### src/rtl/sort_unit_arbiter.sv
// sort_unit_arbiter
// Shares one pipelined four-element sort unit between two val/rdy requesters.
// Each issued job is tagged with its source port. The tag travels down a shift
// register that matches the sort unit latency. Results are steered into
// per-port response FIFOs. The sort unit cannot be stalled, so per-port credits
// reserve FIFO space for every job before it is issued.
// Build option: define SORT_ARB_FIXED_PRI_EN for fixed priority, where port 0
// wins whenever it is eligible. The default build uses round-robin arbitration.
module sort_unit_arbiter #(
    parameter int p_nbits     = 8,
    parameter int p_sort_lat  = 3,
    parameter int p_rsp_depth = 4
) (
    input  logic               clk,
    input  logic               reset_n,

    input  logic               req0_val,
    output logic               req0_rdy,
    input  logic [p_nbits-1:0] req0_elm0,
    input  logic [p_nbits-1:0] req0_elm1,
    input  logic [p_nbits-1:0] req0_elm2,
    input  logic [p_nbits-1:0] req0_elm3,

    input  logic               req1_val,
    output logic               req1_rdy,
    input  logic [p_nbits-1:0] req1_elm0,
    input  logic [p_nbits-1:0] req1_elm1,
    input  logic [p_nbits-1:0] req1_elm2,
    input  logic [p_nbits-1:0] req1_elm3,

    output logic               resp0_val,
    input  logic               resp0_rdy,
    output logic [p_nbits-1:0] resp0_elm0,
    output logic [p_nbits-1:0] resp0_elm1,
    output logic [p_nbits-1:0] resp0_elm2,
    output logic [p_nbits-1:0] resp0_elm3,

    output logic               resp1_val,
    input  logic               resp1_rdy,
    output logic [p_nbits-1:0] resp1_elm0,
    output logic [p_nbits-1:0] resp1_elm1,
    output logic [p_nbits-1:0] resp1_elm2,
    output logic [p_nbits-1:0] resp1_elm3,

    output logic               sort_in_val,
    output logic [p_nbits-1:0] sort_in0,
    output logic [p_nbits-1:0] sort_in1,
    output logic [p_nbits-1:0] sort_in2,
    output logic [p_nbits-1:0] sort_in3,

    input  logic               sort_out_val,
    input  logic [p_nbits-1:0] sort_out0,
    input  logic [p_nbits-1:0] sort_out1,
    input  logic [p_nbits-1:0] sort_out2,
    input  logic [p_nbits-1:0] sort_out3,

    output logic               idle
);

    localparam int c_aw = $clog2(p_rsp_depth);      // FIFO address width
    localparam int c_cw = $clog2(p_rsp_depth + 1);  // credit counter width
    localparam int c_ww = 4 * p_nbits;              // packed four-element word
    localparam logic [c_cw-1:0] c_cred_init = c_cw'(p_rsp_depth);

    // Per-port vectors: bit 0 is port 0 and bit 1 is port 1.
    logic [1:0]            req_val;
    logic [1:0]            req_rdy;
    logic [1:0]            resp_val;
    logic [1:0]            resp_rdy;
    logic [1:0]            elig;
    logic [1:0]            grant;
    logic [1:0]            fire;
    logic [1:0]            pop;
    logic [1:0]            empty;
    logic [1:0]            cred_nz;
    logic                  issue;
    logic [1:0][c_ww-1:0]  req_word;
    logic [1:0][c_ww-1:0]  resp_word;
    logic [c_ww-1:0]       sort_in_word;
    logic [c_ww-1:0]       sort_out_word;

    // Tag pipeline: one {valid, port} pair per sort-unit stage.
    logic [p_sort_lat-1:0] tag_vld_q;
    logic [p_sort_lat-1:0] tag_vld_d;
    logic [p_sort_lat-1:0] tag_port_q;
    logic [p_sort_lat-1:0] tag_port_d;
    logic                  wb_vld;
    logic                  wb_port;

    // Port bundling. Element 0 sits in the least-significant slice.
    assign req_val     = {req1_val, req0_val};
    assign resp_rdy    = {resp1_rdy, resp0_rdy};
    assign req_word[0] = {req0_elm3, req0_elm2, req0_elm1, req0_elm0};
    assign req_word[1] = {req1_elm3, req1_elm2, req1_elm1, req1_elm0};
    assign sort_out_word = {sort_out3, sort_out2, sort_out1, sort_out0};

    assign req0_rdy  = req_rdy[0];
    assign req1_rdy  = req_rdy[1];
    assign resp0_val = resp_val[0];
    assign resp1_val = resp_val[1];
    assign {resp0_elm3, resp0_elm2, resp0_elm1, resp0_elm0} = resp_word[0];
    assign {resp1_elm3, resp1_elm2, resp1_elm1, resp1_elm0} = resp_word[1];
    assign {sort_in3, sort_in2, sort_in1, sort_in0} = sort_in_word;
    assign sort_in_val = issue;

    // A port may issue only while it holds a credit. During reset nothing is
    // eligible, so the ready signals stay low.
    assign elig = req_val & cred_nz & {2{reset_n}};

`ifdef SORT_ARB_FIXED_PRI_EN
    // Fixed priority: port 0 wins whenever it is eligible.
    always_comb begin
        grant = 2'b00;
        if (elig[0]) begin
            grant = 2'b01;
        end else if (elig[1]) begin
            grant = 2'b10;
        end
    end
`else
    // last_q holds the port that issued most recently. It resets to 1 so that
    // port 0 wins the first contended cycle.
    logic last_q;
    logic last_d;

    // Round-robin: when both ports are eligible, grant the port that was not
    // granted last. A single eligible port is always granted.
    always_comb begin
        grant = elig;
        if (elig == 2'b11) begin
            grant = last_q ? 2'b01 : 2'b10;
        end
    end

    // Update the pointer to the issuing port on every issue.
    always_comb begin
        last_d = last_q;
        if (issue) begin
            last_d = fire[1];
        end
    end

    // Pointer register.
    always_ff @(posedge clk) begin
        if (!reset_n) begin
            last_q <= 1'b1;
        end else begin
            last_q <= last_d;
        end
    end
`endif

    assign req_rdy = elig & grant;
    assign fire    = req_val & req_rdy;
    assign issue   = |fire;

    // Drive the winner's elements to the sort unit in the same cycle. Drive
    // zeros when nothing issues.
    always_comb begin
        sort_in_word = '0;
        if (fire[0]) begin
            sort_in_word = req_word[0];
        end else if (fire[1]) begin
            sort_in_word = req_word[1];
        end
    end

    // Shift the tags one stage per cycle. Stage 0 takes the job issued this cycle.
    always_comb begin
        tag_vld_d     = tag_vld_q << 1;
        tag_port_d    = tag_port_q << 1;
        tag_vld_d[0]  = issue;
        tag_port_d[0] = fire[1];
    end

    // Tag pipeline registers. Reset discards every job in flight.
    always_ff @(posedge clk) begin
        if (!reset_n) begin
            tag_vld_q  <= '0;
            tag_port_q <= '0;
        end else begin
            tag_vld_q  <= tag_vld_d;
            tag_port_q <= tag_port_d;
        end
    end

    // The final tag stage is aligned with sort_out_val. A result arriving
    // without a valid tag is dropped.
    assign wb_vld  = tag_vld_q[p_sort_lat-1];
    assign wb_port = tag_port_q[p_sort_lat-1];

    assign idle = ~reset_n | ((tag_vld_q == '0) & (&empty));

    for (genvar gi = 0; gi < 2; gi++) begin : g_port
        localparam logic c_port = 1'(gi);

        // Pointers carry one extra wrap bit. Equal pointers mean empty.
        // Pointers that differ only in the MSB mean full.
        logic [c_aw:0]   wr_ptr_q;
        logic [c_aw:0]   wr_ptr_d;
        logic [c_aw:0]   rd_ptr_q;
        logic [c_aw:0]   rd_ptr_d;
        logic [c_cw-1:0] cred_q;
        logic [c_cw-1:0] cred_d;
        logic [c_ww-1:0] mem_q [p_rsp_depth];
        logic            push;
        logic            full;

        assign push      = wb_vld & (wb_port == c_port);
        assign empty[gi] = (wr_ptr_q == rd_ptr_q);
        assign full      = (wr_ptr_q[c_aw] != rd_ptr_q[c_aw]) &&
                           (wr_ptr_q[c_aw-1:0] == rd_ptr_q[c_aw-1:0]);

        assign resp_val[gi]  = reset_n & ~empty[gi];
        assign pop[gi]       = resp_val[gi] & resp_rdy[gi];
        assign cred_nz[gi]   = (cred_q != '0);
        assign resp_word[gi] = mem_q[rd_ptr_q[c_aw-1:0]];

        // Next-state logic for the pointers and credits. A fire and a pop in
        // the same cycle leave the credit count unchanged.
        always_comb begin
            wr_ptr_d = wr_ptr_q + {{c_aw{1'b0}}, push};
            rd_ptr_d = rd_ptr_q + {{c_aw{1'b0}}, pop[gi]};
            cred_d   = cred_q - {{(c_cw-1){1'b0}}, fire[gi]}
                              + {{(c_cw-1){1'b0}}, pop[gi]};
        end

        // Pointer and credit registers. Reset empties the FIFO and restores
        // all credits.
        always_ff @(posedge clk) begin
            if (!reset_n) begin
                wr_ptr_q <= '0;
                rd_ptr_q <= '0;
                cred_q   <= c_cred_init;
            end else begin
                wr_ptr_q <= wr_ptr_d;
                rd_ptr_q <= rd_ptr_d;
                cred_q   <= cred_d;
            end
        end

        // FIFO storage write. Storage contents need no reset because the
        // pointers gate every read.
        always_ff @(posedge clk) begin
            if (push) begin
                mem_q[wr_ptr_q[c_aw-1:0]] <= sort_out_word;
            end
        end

`ifndef SYNTHESIS
        // Credits should make overflow unreachable.
        a_no_overflow: assert property (@(posedge clk) disable iff (!reset_n)
            !(push && full));
`endif
    end

`ifndef SYNTHESIS
    // The sort unit must return exactly one result per tagged job, on time.
    a_tag_align: assert property (@(posedge clk) disable iff (!reset_n)
        wb_vld == sort_out_val);
`endif

endmodule
### config.mk
export PLATFORM = sky130hd
export DESIGN_NAME = sort_unit_arbiter
export DESIGN_NICKNAME = d
export VERILOG_FILES = /design/src/rtl/sort_unit_arbiter.sv
export SDC_FILE = /design/constraint.sdc
export NUM_CORES = 1
export LEC_CHECK = 0
export ABC_AREA = 1
export CAP_MARGIN = 30
export CORE_UTILIZATION = 38
export CTS_CLUSTER_DIAMETER = 150
export DETAILED_ROUTE_END_ITERATION = 8
export GPL_TIMING_DRIVEN = 0
export HOLD_SLACK_MARGIN = 0.08
export MAX_ROUTING_LAYER = met4
export PLACE_DENSITY = 0.6
export SLEW_MARGIN = 10
export SYNTH_ARGS = -nofsm -noshare
export SYNTH_HDL_FRONTEND = slang
export SYNTH_SLANG_ARGS = --single-unit
export TNS_END_PERCENT = 1
### constraint.sdc
create_clock -name clk -period 3.06 [get_ports clk]
set_input_delay 0.918 -clock clk [delete_from_list [all_inputs] [get_ports clk]]
set_output_delay 0.918 -clock clk [all_outputs]
set_load 0.02 [all_outputs]
==> impl_metrics.yaml <==
die:
  ios: 205
  start_util_pct: 38.9
  rows: 62
  coreArea_um2: 28900
  dieHeight_um: 174
  die-width_um: 174
  die-area_um2: 30200
cts:
  cts_sinks: 281
  path_clk_slew_ns: 0.06
  htree_levels: 1
  cts_buffer_depth: 3
  clock_latency_ns: 0.56
  cts_tree: "done"
  clk_root_buffer_cell: "clkbuf_16"
  numCtsBuffers: 29
grt:
  grt_pass1_wl_um: 44100
  grt_pass1_vias: 7609
  grt_usage_pct: 19.5
  antenna_found_initial: 1
  grt_max_degree: 16
  grt-ovfl-total: 0
outcome:
  status: "completed"
worst_setup_path:
  crit_fanout: 10
  path_class: "input port to output port"
  end_kind: "output port"
  slowest_stage: "clkdlybuf4s15_2"
  required_ns: 2.14
  crit_family: "buffers and inverters"
  cp_num_buf_inv: 4
  max_stage_delay_ns: 0.25
  crit_chain: "dlygate4sd2_1, nand2_2, nor2_4, buf_4, buf_6, nand3_1, nand2_1, clkdlybuf4s15_2"
  startpoint_type: "input port"
  worst-endpoint-arrival_ns: 2.11
synthesis:
  synth-edff-count: 256
  synth_top_cell_area_share_pct: 68.4
  synth_area_leaders: "edfxtp_1, o21ai_0, nor2_1"
  synth_cell_types: 28
  synth-seq-cells: 281
  ys_seq_area_share_pct: 72.9
  synth_warnings: 0
  syn-num-nets: 1000
  syn_area_per_cell_um2: 12.7
  synth_top_area_cell: "edfxtp_1"
  synth_area_um2: 11200
  ys.flop_type: "edfxtp_1"
  ys_async_sr_fraction_pct: 0
  synth_cells: 883
routing:
  vias: 7895
  drc: 0
  vias_per_cell: 5.06
  drt_iter0_drc: 660
  routed_wl_um: 28900
  drtPass1Iterations: 5
  wl_per_cell_um: 18.6
  antenna_left: 0
sta:
  drv_slew: 0
  finalSetupViolCount: 0
  hold_viol: 0
  fin_ws_ns: 0.0311
  fin_crit_ns: 3.03
  hold_slack_ns: 0.424
  fin_skew_ns: 0.0177
  rsz0062_at_grt: "yes"
  max_clock_freq_ghz: 0.330
  tightestPinTransition_ns: 0.774
  fin_crit_sh_pct: 99.0
  relSlewSlack_pct: 48.1
pwr:
  power_uw: 8420
  leakage_uw: 0.00566
  ir_drop_uv: 442
  powerDensity_nw_per_um2: 566
finish:
  final_cell_mix: "edfxtp_1, nor2_1, o21ai_0, clkdlybuf4s50_1, nand3_1"
  drive_gt1_share_pct: 19.3
  final_common_cell: "edfxtp_1"
  finalCoreUtilization_pct: 51.6
  syn2layout_area_growth_pct: 32.5
  fin_nets: 1267
  stdcell_count: 1559
placement:
  post-dp-hpwl_um: 20000
  dp.cells: 1501
  gp_congestion: 0.745
  pre_cts_ws_ns: -0.663
  numPortBuffers: 203
flow_run:
  cap_violations: 0
min_path:
  min_path_type: "register to register"
[power breakdown]
part / switching, uW / total [uW] / internal [uW] / leakage (uW)
registers: 25.8 / 4270 / 4240 / 0.00251
clock network: 1420 / 3250 / 1830 / 0.000434
logic: 537 / 910 / 373 / 0.00271
total: 1980 / 8420 / 6450 / 0.00566
[state kept, by name (all words and copies together) (netlist names)]
register and flops:
tag_vld_q 3, last_q 1, g_port.cred_q 6, g_port.mem_q 256, g_port.wr_ptr_q 6, g_port.rd_ptr_q 6, tag_port_q 3
[through the flow]
stage / TNS [ns] / cell area, um^2
floorplan: -31.39 / 11200
global placement: -560.11 / 13700
detailed placement: -23.19 / 14100
CTS: 0 / 15000
global route: -0.261 / 14900
finish: 0 / 14900
[layout make-up]
type | instances | area, um^2
Buffer | 53 | 363
Tap cell | 384 | 480
Fill cell | 2534 | 14000
Sequential cell | 281 | 8190
Inverter | 38 | 148
Clock buffer | 35 | 748
Multi-Input combinational cell | 511 | 2710
Antenna cell | 2 | 5.00
Clock inverter | 19 | 128
Timing Repair Buffer | 236 | 2100
[worst reg2reg max path: stages, from the launching register on]
cell and delay (ns):
dfxtp_1 0.36, inv_1 0.05, nor2_1 0.15, inv_1 0.14, nor3_2 0.60, buf_8 0.24
buf_4 0.22, buf_4 0.20
[worst paths after layout]
path / startpoint / cells after the start / end / slack, ns
worst max-delay path: req0_val / 8 / sort_in2[5] / 0.03
worst min-delay path: tag_port_q[0] / 2 / tag_port_q[1] / 0.42
worst max register to register: tag_vld_q[2] / 7 / g_port[0].mem_q[0][3] / 0.84
worst min register to register: tag_port_q[0] / 2 / tag_port_q[1] / 0.42
[repair_timing]
action,CTS,global route
setup endpoints to repair,102,91
gates resized for setup,220,95
buffers inserted,2,0
hold buffers,0,0
pin swaps,3,1
gates cloned,0,0
[cell families (layout without fill, tap and decap cells)]
| family | count (synthesis) | after routing | share of synthesized area (%) |
|---|---|---|---|
| buffers and inverters | 91 | 381 | 3.87 |
| adders and majority gates | 14 | 14 | 1.69 |
| xor gates and xnor gates | 11 | 11 | 0.858 |
| and+or+nand+nor | 290 | 290 | 11.2 |
| other | 0 | 2 | 0 |
| DFF | 281 | 281 | 72.9 |
| AOI/OAI and AO/OA | 196 | 196 | 9.50 |
[cells in the mapped netlist, drive strengths merged (9+ instances only)]
cell,n
edfxtp,256
nor2,141
o21ai,128
nand3,69
nand2,65
o22ai,64
inv,38
buf,29
dfxtp,25
clkbuf,24
ha,12
xnor2,10
nor3,9
[metal layers]
metal / up-vias / GRT usage, % / part of all wire (%) / wire length [um]
met5: - / - / 0 / 0
met2: 252 / 31.5 / 49 / 14000
met3: 46 / 2.34 / 5.5 / 1590
li1: 3760 / - / - / -
met4: 0 / 4.42 / 1.8 / 507
met1: 3837 / 26.3 / 44 / 12800
(Power assumes the default switching activity.)
